[src/rtl/agc_gain_apply.sv]
// agc_gain_apply: closes the AGC gain loop on the EMA level estimate and
// applies the resulting Q2.16 gain to the sample stream (3-stage pipeline).
// Optional feature: define AGC_SAT_CNT_EN to add the sticky 16-bit sat_cnt
// output counting saturated output samples.
module agc_gain_apply #(
  parameter int DWIDTH        = 27,
  parameter int LWIDTH        = 48,
  parameter int GWIDTH        = 18,
  parameter int MUWIDTH       = 18,
  parameter int GAIN_INIT     = 65536,
  parameter int GAIN_MIN      = 1024,
  parameter int GAIN_MAX      = 262143,
  parameter int ERR_SHIFT     = 8,
  parameter int SETTLE_CYCLES = 16
) (
  input  logic               clk,
  input  logic               rst,
  input  logic               in_valid,
  input  logic [DWIDTH-1:0]  in_data,
  input  logic [LWIDTH-1:0]  level_in,
  input  logic [LWIDTH-1:0]  target,
  input  logic [MUWIDTH-1:0] mu,
  input  logic               freeze,
  output logic               out_valid,
  output logic [DWIDTH-1:0]  out_data,
  output logic [GWIDTH-1:0]  gain_out,
  output logic [1:0]         state_out
`ifdef AGC_SAT_CNT_EN
  ,
  output logic [15:0]        sat_cnt
`endif
);

  localparam int PWIDTH  = DWIDTH + GWIDTH + 1;   // sample * {0,gain}
  localparam int RWIDTH  = PWIDTH + 1;            // headroom for rounding add
  localparam int QWIDTH  = RWIDTH - 16;           // after dropping Q.16 bits
  localparam int EWIDTH  = LWIDTH + 1;            // signed level error
  localparam int SWIDTH  = 18;                    // saturated error
  localparam int MPWIDTH = MUWIDTH + 1 + SWIDTH;  // mu * err_s
  localparam int DLWIDTH = MPWIDTH - 16;          // gain delta
  localparam int SUMW    = ((GWIDTH + 1 > DLWIDTH) ? GWIDTH + 1 : DLWIDTH) + 1;
  localparam int CW      = $clog2(SETTLE_CYCLES + 1);

  localparam logic signed [RWIDTH-1:0] RND     = RWIDTH'(32768);
  localparam logic signed [QWIDTH-1:0] OUT_MAX = {{(QWIDTH-DWIDTH+1){1'b0}}, {(DWIDTH-1){1'b1}}};
  localparam logic signed [QWIDTH-1:0] OUT_MIN = {{(QWIDTH-DWIDTH+1){1'b1}}, {(DWIDTH-1){1'b0}}};
  localparam logic signed [EWIDTH-1:0] ERR_MAX = {{(EWIDTH-SWIDTH+1){1'b0}}, {(SWIDTH-1){1'b1}}};
  localparam logic signed [EWIDTH-1:0] ERR_MIN = {{(EWIDTH-SWIDTH+1){1'b1}}, {(SWIDTH-1){1'b0}}};
  localparam logic signed [SUMW-1:0]   SUM_MIN = SUMW'(GAIN_MIN);
  localparam logic signed [SUMW-1:0]   SUM_MAX = SUMW'(GAIN_MAX);
  localparam logic [CW-1:0]            CNT_LAST = CW'(SETTLE_CYCLES - 1);

  typedef enum logic [1:0] {
    IDLE   = 2'd0,
    SETTLE = 2'd1,
    TRACK  = 2'd2,
    HOLD   = 2'd3
  } state_t;

  state_t                     state;
  logic [CW-1:0]              settle_cnt;
  logic [GWIDTH-1:0]          gain;

  // sample path
  logic                       s1_valid;
  logic signed [DWIDTH-1:0]   s1_data;
  logic [GWIDTH-1:0]          s1_gain;
  logic                       s2_valid;
  logic signed [PWIDTH-1:0]   s2_prod;
  logic signed [RWIDTH-1:0]   s3_round;
  logic signed [QWIDTH-1:0]   s3_shift;
  logic                       s3_hi;
  logic                       s3_lo;
  logic [DWIDTH-1:0]          s3_out;

  // gain path
  logic signed [EWIDTH-1:0]   c1_err;
  logic signed [EWIDTH-1:0]   c1_shift;
  logic signed [SWIDTH-1:0]   c1_errs_next;
  logic                       c1_valid;
  logic signed [SWIDTH-1:0]   c1_errs;
  logic [MUWIDTH-1:0]         c1_mu;
  logic signed [MPWIDTH-1:0]  c2_prod;
  logic signed [DLWIDTH-1:0]  c2_delta_next;
  logic                       c2_valid;
  logic signed [DLWIDTH-1:0]  c2_delta;
  logic signed [SUMW-1:0]     g_sum;
  logic [GWIDTH-1:0]          gain_next;

  assign gain_out  = gain;
  assign state_out = state;

  // Loop state: leave IDLE on first sample, count settle samples, track/hold on freeze.
  always_ff @(posedge clk or posedge rst) begin
    if (rst) begin
      state      <= IDLE;
      settle_cnt <= '0;
    end else begin
      case (state)
        IDLE: begin
          if (in_valid) begin
            state      <= SETTLE;
            settle_cnt <= '0;
          end
        end
        SETTLE: begin
          if (in_valid) begin
            if (settle_cnt == CNT_LAST) begin
              state      <= TRACK;
              settle_cnt <= '0;
            end else begin
              settle_cnt <= settle_cnt + CW'(1);
            end
          end
        end
        TRACK:   if (freeze) state <= HOLD;
        HOLD:    if (!freeze) state <= TRACK;
        default: state <= IDLE;
      endcase
    end
  end

  // Sample stages S1/S2: snapshot gain with the sample, then multiply.
  always_ff @(posedge clk or posedge rst) begin
    if (rst) begin
      s1_valid <= 1'b0;
      s1_data  <= '0;
      s1_gain  <= '0;
      s2_valid <= 1'b0;
      s2_prod  <= '0;
    end else begin
      s1_valid <= in_valid;
      s1_data  <= in_data;
      s1_gain  <= gain;
      s2_valid <= s1_valid;
      s2_prod  <= PWIDTH'(s1_data) * PWIDTH'($signed({1'b0, s1_gain}));
    end
  end

  // S3 combinational part: round half up, drop fraction, saturate.
  always_comb begin
    s3_round = RWIDTH'(s2_prod) + RND;
    s3_shift = QWIDTH'(s3_round >>> 16);
    s3_hi    = s3_shift > OUT_MAX;
    s3_lo    = s3_shift < OUT_MIN;
    if (s3_hi)      s3_out = {1'b0, {(DWIDTH-1){1'b1}}};
    else if (s3_lo) s3_out = {1'b1, {(DWIDTH-1){1'b0}}};
    else            s3_out = s3_shift[DWIDTH-1:0];
  end

`ifdef AGC_SAT_CNT_EN
  logic s3_sat;
  assign s3_sat = s3_hi | s3_lo;

  // Output register plus sticky count of saturated outputs.
  always_ff @(posedge clk or posedge rst) begin
    if (rst) begin
      out_valid <= 1'b0;
      out_data  <= '0;
      sat_cnt   <= '0;
    end else begin
      out_valid <= s2_valid;
      if (s2_valid) out_data <= s3_out;
      if (s2_valid && s3_sat && (sat_cnt != '1)) sat_cnt <= sat_cnt + 16'd1;
    end
  end
`else
  // Output register; out_data holds its last value across bubbles.
  always_ff @(posedge clk or posedge rst) begin
    if (rst) begin
      out_valid <= 1'b0;
      out_data  <= '0;
    end else begin
      out_valid <= s2_valid;
      if (s2_valid) out_data <= s3_out;
    end
  end
`endif

  // Gain loop arithmetic: error scaling/saturation, mu step, clamped accumulate.
  always_comb begin
    c1_err   = $signed({1'b0, target}) - $signed({1'b0, level_in});
    c1_shift = c1_err >>> ERR_SHIFT;
    if (c1_shift > ERR_MAX)      c1_errs_next = {1'b0, {(SWIDTH-1){1'b1}}};
    else if (c1_shift < ERR_MIN) c1_errs_next = {1'b1, {(SWIDTH-1){1'b0}}};
    else                         c1_errs_next = c1_shift[SWIDTH-1:0];

    c2_prod       = MPWIDTH'($signed({1'b0, c1_mu})) * MPWIDTH'(c1_errs);
    c2_delta_next = DLWIDTH'(c2_prod >>> 16);

    g_sum = SUMW'($signed({1'b0, gain})) + SUMW'(c2_delta);
    if (g_sum > SUM_MAX)      gain_next = GWIDTH'(GAIN_MAX);
    else if (g_sum < SUM_MIN) gain_next = GWIDTH'(GAIN_MIN);
    else                      gain_next = g_sum[GWIDTH-1:0];
  end

  // Gain pipeline C1/C2/C3; freeze flushes in-flight updates and holds gain.
  always_ff @(posedge clk or posedge rst) begin
    if (rst) begin
      c1_valid <= 1'b0;
      c1_errs  <= '0;
      c1_mu    <= '0;
      c2_valid <= 1'b0;
      c2_delta <= '0;
      gain     <= GWIDTH'(GAIN_INIT);
    end else begin
      c1_valid <= in_valid && (state == TRACK) && !freeze;
      c1_errs  <= c1_errs_next;
      c1_mu    <= mu;
      c2_valid <= c1_valid && !freeze;
      c2_delta <= c2_delta_next;
      if (c2_valid && !freeze) gain <= gain_next;
    end
  end

endmodule
[config.mk]
export PLATFORM = sky130hd
export DESIGN_NAME = agc_gain_apply
export DESIGN_NICKNAME = d
export VERILOG_FILES = /design/src/rtl/agc_gain_apply.sv
export SDC_FILE = /design/constraint.sdc
export NUM_CORES = 2
export LEC_CHECK = 0
export CELL_PAD_IN_SITES_DETAIL_PLACEMENT = 1
export CELL_PAD_IN_SITES_GLOBAL_PLACEMENT = 1
export CORE_ASPECT_RATIO = 0.75
export CORE_MARGIN = 4
export CORE_UTILIZATION = 52
export DETAILED_ROUTE_END_ITERATION = 10
export PLACE_DENSITY = 0.84
export SLEW_MARGIN = 20
export SYNTH_ARGS = -nofsm -noshare
export SYNTH_HDL_FRONTEND = slang
export SYNTH_SLANG_ARGS = --single-unit
export TNS_END_PERCENT = 1
[constraint.sdc]
create_clock -name clk -period 12.5 [get_ports clk]
set_clock_uncertainty 0.1 [all_clocks]
set_input_delay 3.75 -clock clk [delete_from_list [all_inputs] [get_ports clk]]
set_output_delay 3.75 -clock clk [all_outputs]
set_load 0.02 [all_outputs]
==> impl_metrics.json <==
{
  "ff_latch_area_sq_um": 4760,
  "final_net_count": 5334,
  "grt_pass1_wl_um": 181000,
  "routedWlPerCell_um": 22.0,
  "start_util": 0.526,
  "gr-total-overflow": 0,
  "viasPerCell": 5.63,
  "slowest_stage": "dfrtp_1",
  "post-cts-setup-buffers": 0,
  "max_freq_mhz": 120,
  "path_class": "flop to flop",
  "crit_arrival_ns": 8.65,
  "drtIter0Drc": 1639,
  "synth_seq_area_share": 0.126,
  "clockBufferDepth": 2,
  "path_cells": "and2_1 -> fa_1 -> fa_1 -> inv_1 -> fa_1 -> inv_1 -> fa_1 -> inv_1 -> fa_1 -> inv_1 -> fa_1 -> ha_1 -> a211o_1 -> a21oi_1 -> a211oi_1 -> o31a_1 -> a41oi_1 -> nor2_1 -> a311oi_1 -> a21oi_1 -> a21oi_1 -> xnor2_1",
  "synth_area_leaders": "fa_1, dfrtp_1, ha_1, inv_1, and2_1",
  "synth_edf_count": 0,
  "synthesis.nets": 5243,
  "grt_use_total": 0.302,
  "route.met2.wl_um": 52500,
  "top_layer_used": "met4",
  "crit_fanout": 27,
  "synth.distinct_cells": 92,
  "setup_violations": 0,
  "met1_length_um": 48500,
  "crit_top_cell": "fa_1",
  "synth_top_area_frac": 0.388,
  "antenna_found_initial": 0,
  "insertion_delay_ns": 0.51,
  "postCtsHoldBufs": 0,
  "cts_root_buf": "clkbuf_16",
  "die_w_um": 319,
  "cpPeakStageDelay_ns": 1.13,
  "wirelength_um": 113000,
  "synth_warnings": 0,
  "syn_area_per_cell_sq_um": 9.30,
  "synth_area_sq_um": 37700,
  "area_growth_pct": 9.00,
  "die_h_um": 241,
  "cts.repair.resized": 0,
  "grt_max_degree": 115,
  "detailed_place_hpwl_um": 88600,
  "fin_setup_tns_ns": 0,
  "drtPass1Iterations": 5,
  "period_share": 0.666,
  "cts.htree.levels": 4,
  "portBuffers": 192,
  "postRouteAntennaNets": 0,
  "first_global_vias": 33000,
  "gp_congestion": 0.916,
  "ioPinCount": 193,
  "path_clk_slew_ns": 0.10,
  "min_period_ns": 8.32,
  "cts.sinks": 190,
  "synth_cells": 4058,
  "via_count": 28800,
  "hp-class": "flop to flop",
  "required_ns": 12.83,
  "status": "complete, no violations",
  "drv_slew": 0,
  "row_count": 85,
  "yosysTopAreaCell": "fa_1",
  "numCtsBuffers": 17,
  "wl_met3_um": 8620,
  "die_area_sq_um": 77000,
  "cap_violations": 0,
  "worst_setup_path_start_kind": "flop",
  "slew_headroom": 0.211,
  "synthArstFlopShare": 1.00,
  "layout-drive-gt1-share": 0.0276,
  "fill_cells": 8273,
  "multi_input_area_sq_um": 28900,
  "tritoncts": "yes",
  "design.core.area_sq_um": 71800,
  "drc": 0,
  "ys.flop_type": "dfrtp_1",
  "timing.final.hold_violations": 0,
  "rsz0062_at_grt": "false",
  "synth_seq_cells": 190,
  "end_kind": "flop",
  "worstMarginPinSlew_ns": 1.18
}
==> cell usage after synthesis (all sizes together) (36+ instances only) <==
| master | count |
|---|---|
| clkbuf | 122 |
| fa | 732 |
| nand2 | 413 |
| nor2 | 122 |
| ha | 308 |
| nand4 | 36 |
| inv | 912 |
| a21oi | 117 |
| xor2 | 50 |
| a21o | 43 |
| and2 | 470 |
| xnor2 | 66 |
| dfrtp | 189 |
| o21ai | 78 |
==> final cells by class <==
class                           count  area share
Inverter                          912      0.0834
Clock inverter                     15     0.00548
Clock buffer                       17      0.0103
Antenna cell                        2    0.000122
Tap cell                          957      0.0291
Multi-Input combinational cell   2811       0.704
Timing Repair Buffer              217      0.0520
Sequential cell                   190       0.116
==> sequential cells by signal (all words and copies together), names as in the netlist <==
signal      cells
c1_errs        18
c1_mu          18
c1_valid        1
c2_delta       21
c2_valid        1
gain_out       18
out_data       27
out_valid       1
s1_data        27
s1_gain        18
s1_valid        1
s2_prod        31
s2_valid        1
settle_cnt      5
state_out       2
==> layout by cell type, fill, tap and decap left out, types with 6 or more instances in the layout <==
cell type / Yosys / routed
o21a_1: 27 / 27
o21ai_0: 64 / 64
a31oi_1: 11 / 11
xnor2_1: 66 / 66
and4_1: 9 / 9
o31ai_2: 8 / 8
nor2b_1: 27 / 27
nand2_1: 411 / 411
a21o_1: 43 / 43
nor4_1: 9 / 9
clkdlybuf4s50_1: 0 / 192
nor3_1: 32 / 32
ha_1: 308 / 308
and3_1: 16 / 16
fa_1: 732 / 732
nand3_1: 35 / 35
and2_1: 470 / 470
o211ai_1: 9 / 9
o21ai_1: 11 / 11
a211oi_1: 11 / 11
nand2b_1: 22 / 22
o31ai_1: 16 / 16
clkbuf_16: 0 / 17
xor2_1: 50 / 50
o21bai_1: 10 / 10
a221o_1: 14 / 14
a21oi_1: 112 / 112
a311oi_1: 6 / 6
nand4_1: 35 / 35
o22a_1: 25 / 25
or2_2: 7 / 7
buf_4: 0 / 23
dfrtp_1: 189 / 188
nor2_1: 121 / 120
inv_1: 912 / 911
==> through the flow <==
stage | hold WS [ns] | cell area (sq um) | utilization | worst slack (ns) | std cells
after floorplan | 0.231 | 37700 | - | 3.48 | 4058
after global routing | 0.287 | 41100 | 0.573 | 3.98 | 5119
after global placement | 0.232 | 40400 | 0.563 | 4.54 | 5085
final | 0.281 | 41100 | 0.573 | 4.18 | 5121
after CTS | 0.286 | 41100 | 0.572 | 4.39 | 5117
after detailed placement | 0.263 | 40400 | 0.563 | 4.44 | 5085
==> per-layer routing <==
metal  vias to the layer above  track usage
li1                      12600            -
met3                       247       0.0735
met1                     15100        0.409
met4                         0       0.0883
met5                         -            0
met2                       972        0.491
==> logic make-up after synthesis <==
family	Yosys count	synth area share
AND/OR/NAND/NOR	1225	0.169
buffers and inverters	1057	0.107
adder cells (fa/ha/maj)	1040	0.491
AO/OA/AOI/OAI	426	0.0798
flip-flops	190	0.126
XOR/XNOR	116	0.0269
multiplexers	4	0.00113
==> path summary, 6_finish.rpt <==
check | startpoint | end | slack (ns) | cells after the start
max | s1_gain[2] | s2_prod[39] | 4.18 | 22
min | s1_valid | s2_valid | 0.28 | 0
max reg2reg | s1_gain[2] | s2_prod[39] | 4.18 | 22
min reg2reg | s1_valid | s2_valid | 0.28 | 0
max in group asynchronous | rst | s2_prod[41] | 7.26 | 4
min in group asynchronous | rst | c2_delta[0] | 3.72 | 2
==> worst max-delay path: cells and delay by family, from the launching register on <==
family | cells | cell delay, ns
xor gates and xnor gates | 1 | 0.15
AOI/OAI and AO/OA | 8 | 2.86
DFF | 1 | 1.13
adders and majority gates | 7 | 3.21
buffers and inverters | 4 | 0.25
and+or+nand+nor | 2 | 0.53
Power is left out: the tool's default activity adds up to more than one toggle a clock period on the data nets, which glitch-free logic cannot reach.
==> patch, RTL diff (config.mk and constraints unchanged) <==
Take the reset off `s1_data` and load it in a clocked block of its own.
--- a/src/rtl/agc_gain_apply.sv
+++ b/src/rtl/agc_gain_apply.sv
@@ -124,17 +124,19 @@
   always_ff @(posedge clk or posedge rst) begin
     if (rst) begin
       s1_valid <= 1'b0;
-      s1_data  <= '0;
       s1_gain  <= '0;
       s2_valid <= 1'b0;
       s2_prod  <= '0;
     end else begin
       s1_valid <= in_valid;
-      s1_data  <= in_data;
       s1_gain  <= gain;
       s2_valid <= s1_valid;
       s2_prod  <= PWIDTH'(s1_data) * PWIDTH'($signed({1'b0, s1_gain}));
     end
+  end
+
+  always_ff @(posedge clk) begin
+    s1_data <= in_data;
   end
 
   // S3 combinational part: round half up, drop fraction, saturate.
Function: no difference found for any inputs over 10 cycles, from zero or initial values and one cycle with rst high; that may be too few to reach the edited logic, so the function may still have changed.
==> patch against the original RTL <==
  * Sequential cell count stayed put
  * Highest routed layer unchanged
  * Via count about the same
  * Cell area decreased by 0.28%
  * Worst setup slack gained 90 ps
  * Wire length up 1.9%
  * Non-clock buffer count is 16 higher
  * Synthesized area shrank 0.50%
Power is not shown: default switching activity piles up to over one toggle a cycle in this logic, so the estimate is an artifact.
==> patch: results (changes against the original RTL) <==
----------------------------------------------------
[Placement]
  Final HPWL from detailed placement ... 91.2 mm (+2.9%)
  Post-placement cell area ... 40,300 µm² (-0.19%)
  Placed cell count ... 5,143 (+1.1%)

[Routing]
  Violation count after the first detailed-routing iteration ... 2,079 (+27%)
  Routed via count divided by cell count ... 5.57 (-1.0%)
  Aggregate routed wire length ... 115 mm (+1.9%)
  Post-route met1 wirelength ... 51.2 mm (+5.5%)

[Setup path]
  Source of the worst register-to-register timing path ... s1_gain[4]
  Capture point of the worst reg-to-reg path ... s2_prod[42]
  Delay of the slowest critical-path stage ... 1100 ps (-30 ps)
  Critical path data arrival time ... 8530 ps (-120 ps)

[Synthesis]
  Leading post-synthesis cells by instance count ... sky130_fd_sc_hd__inv_1, sky130_fd_sc_hd__fa_1, sky130_fd_sc_hd__and2_1
  Seq/Total Area, Yosys ... 0.123 (-0.00297)
  Post-Syn Area per Cell ... 9.14 µm² (-1.7%)
  Ranking of synthesized cells by area ... sky130_fd_sc_hd__fa_1, sky130_fd_sc_hd__dfrtp_1, sky130_fd_sc_hd__ha_1

[Global route]
  Maximum number of pins on one net before global-route repair ... 72 (-37%)
  First-pass GRT wire length ... 184 mm (+1.6%)
  Vias in the first global route ... 32,900 (-0.31%)
  Antenna violations before repair ... 3 (+3)
  GR met2 Demand/Resource ... 0.491 (about the same)
  Combined global-route utilization of all metal layers ... 0.307 (+0.00477)
  Met1 capacity usage during global routing ... 0.434 (+0.0251)

[Outcome]
  Outcome ... completed

[STA]
  Slew headroom ... 0.248 (+0.0370)

[Cells and area]
  Nets@finish ... 5,390 (+1.0%)
  Number of standard cells in the final layout excluding fillers ... 5,178 (+1.1%)
  Filler cell count in the final layout ... 8,300 (+0.33%)

----------------------------------------------------
-- patch: cell types whose count changed after synthesis, moves of 24 or more --
| cell | before | now |
|---|---|---|
| sky130_fd_sc_hd__nand2_1 | 411 | 441 |
| sky130_fd_sc_hd__o22a_1 | 25 | 1 |
| sky130_fd_sc_hd__a21oi_1 | 112 | 156 |
| sky130_fd_sc_hd__o22ai_1 | 1 | 27 |
| sky130_fd_sc_hd__dfxtp_1 | 0 | 27 |
| sky130_fd_sc_hd__dfrtp_1 | 189 | 162 |
-- patch: worst max path at each step --
stage,slack [ps],end,startpoint,cells after the start
floorplan,4250,c1_errs[0],rst,1
global placement,4210,c1_errs[2],level_in[9],14
detailed placement,4090,c1_errs[6],level_in[14],14
CTS,4420,s2_prod[45],s1_gain[4],22
global route,3900,s2_prod[42],s1_gain[4],22
finish,4270,s2_prod[42],s1_gain[4],22
-- patch: area by class of cell --
| class | instances | area, µm² | share of cell area |
|---|---|---|---|
| multi-input cells | 2848 | 28900 | 0.704 |
| flip-flops and latches | 190 | 4620 | 0.113 |
| inverters | 915 | 3440 | 0.0839 |
| repair buffers | 233 | 2230 | 0.0544 |
| well taps | 957 | 1200 | 0.0292 |
| clock buffers | 17 | 425 | 0.0104 |
| clock inverters | 15 | 204 | 0.00497 |
| diodes | 3 | 7.51 | 0.000183 |
-- patch: kinds of logic (layout without fill, tap and decap cells) --
family,after synthesis,after routing,synth area share
AO/OA/AOI/OAI,439,439,0.0760
XOR/XNOR,119,119,0.0278
AND/OR/NAND/NOR,1247,1247,0.171
buffers and inverters,1071,1180,0.109
adder cells (fa/ha/maj),1040,1040,0.493
flip-flops,190,190,0.123
multiplexers,3,3,0.000833
other,0,3,0
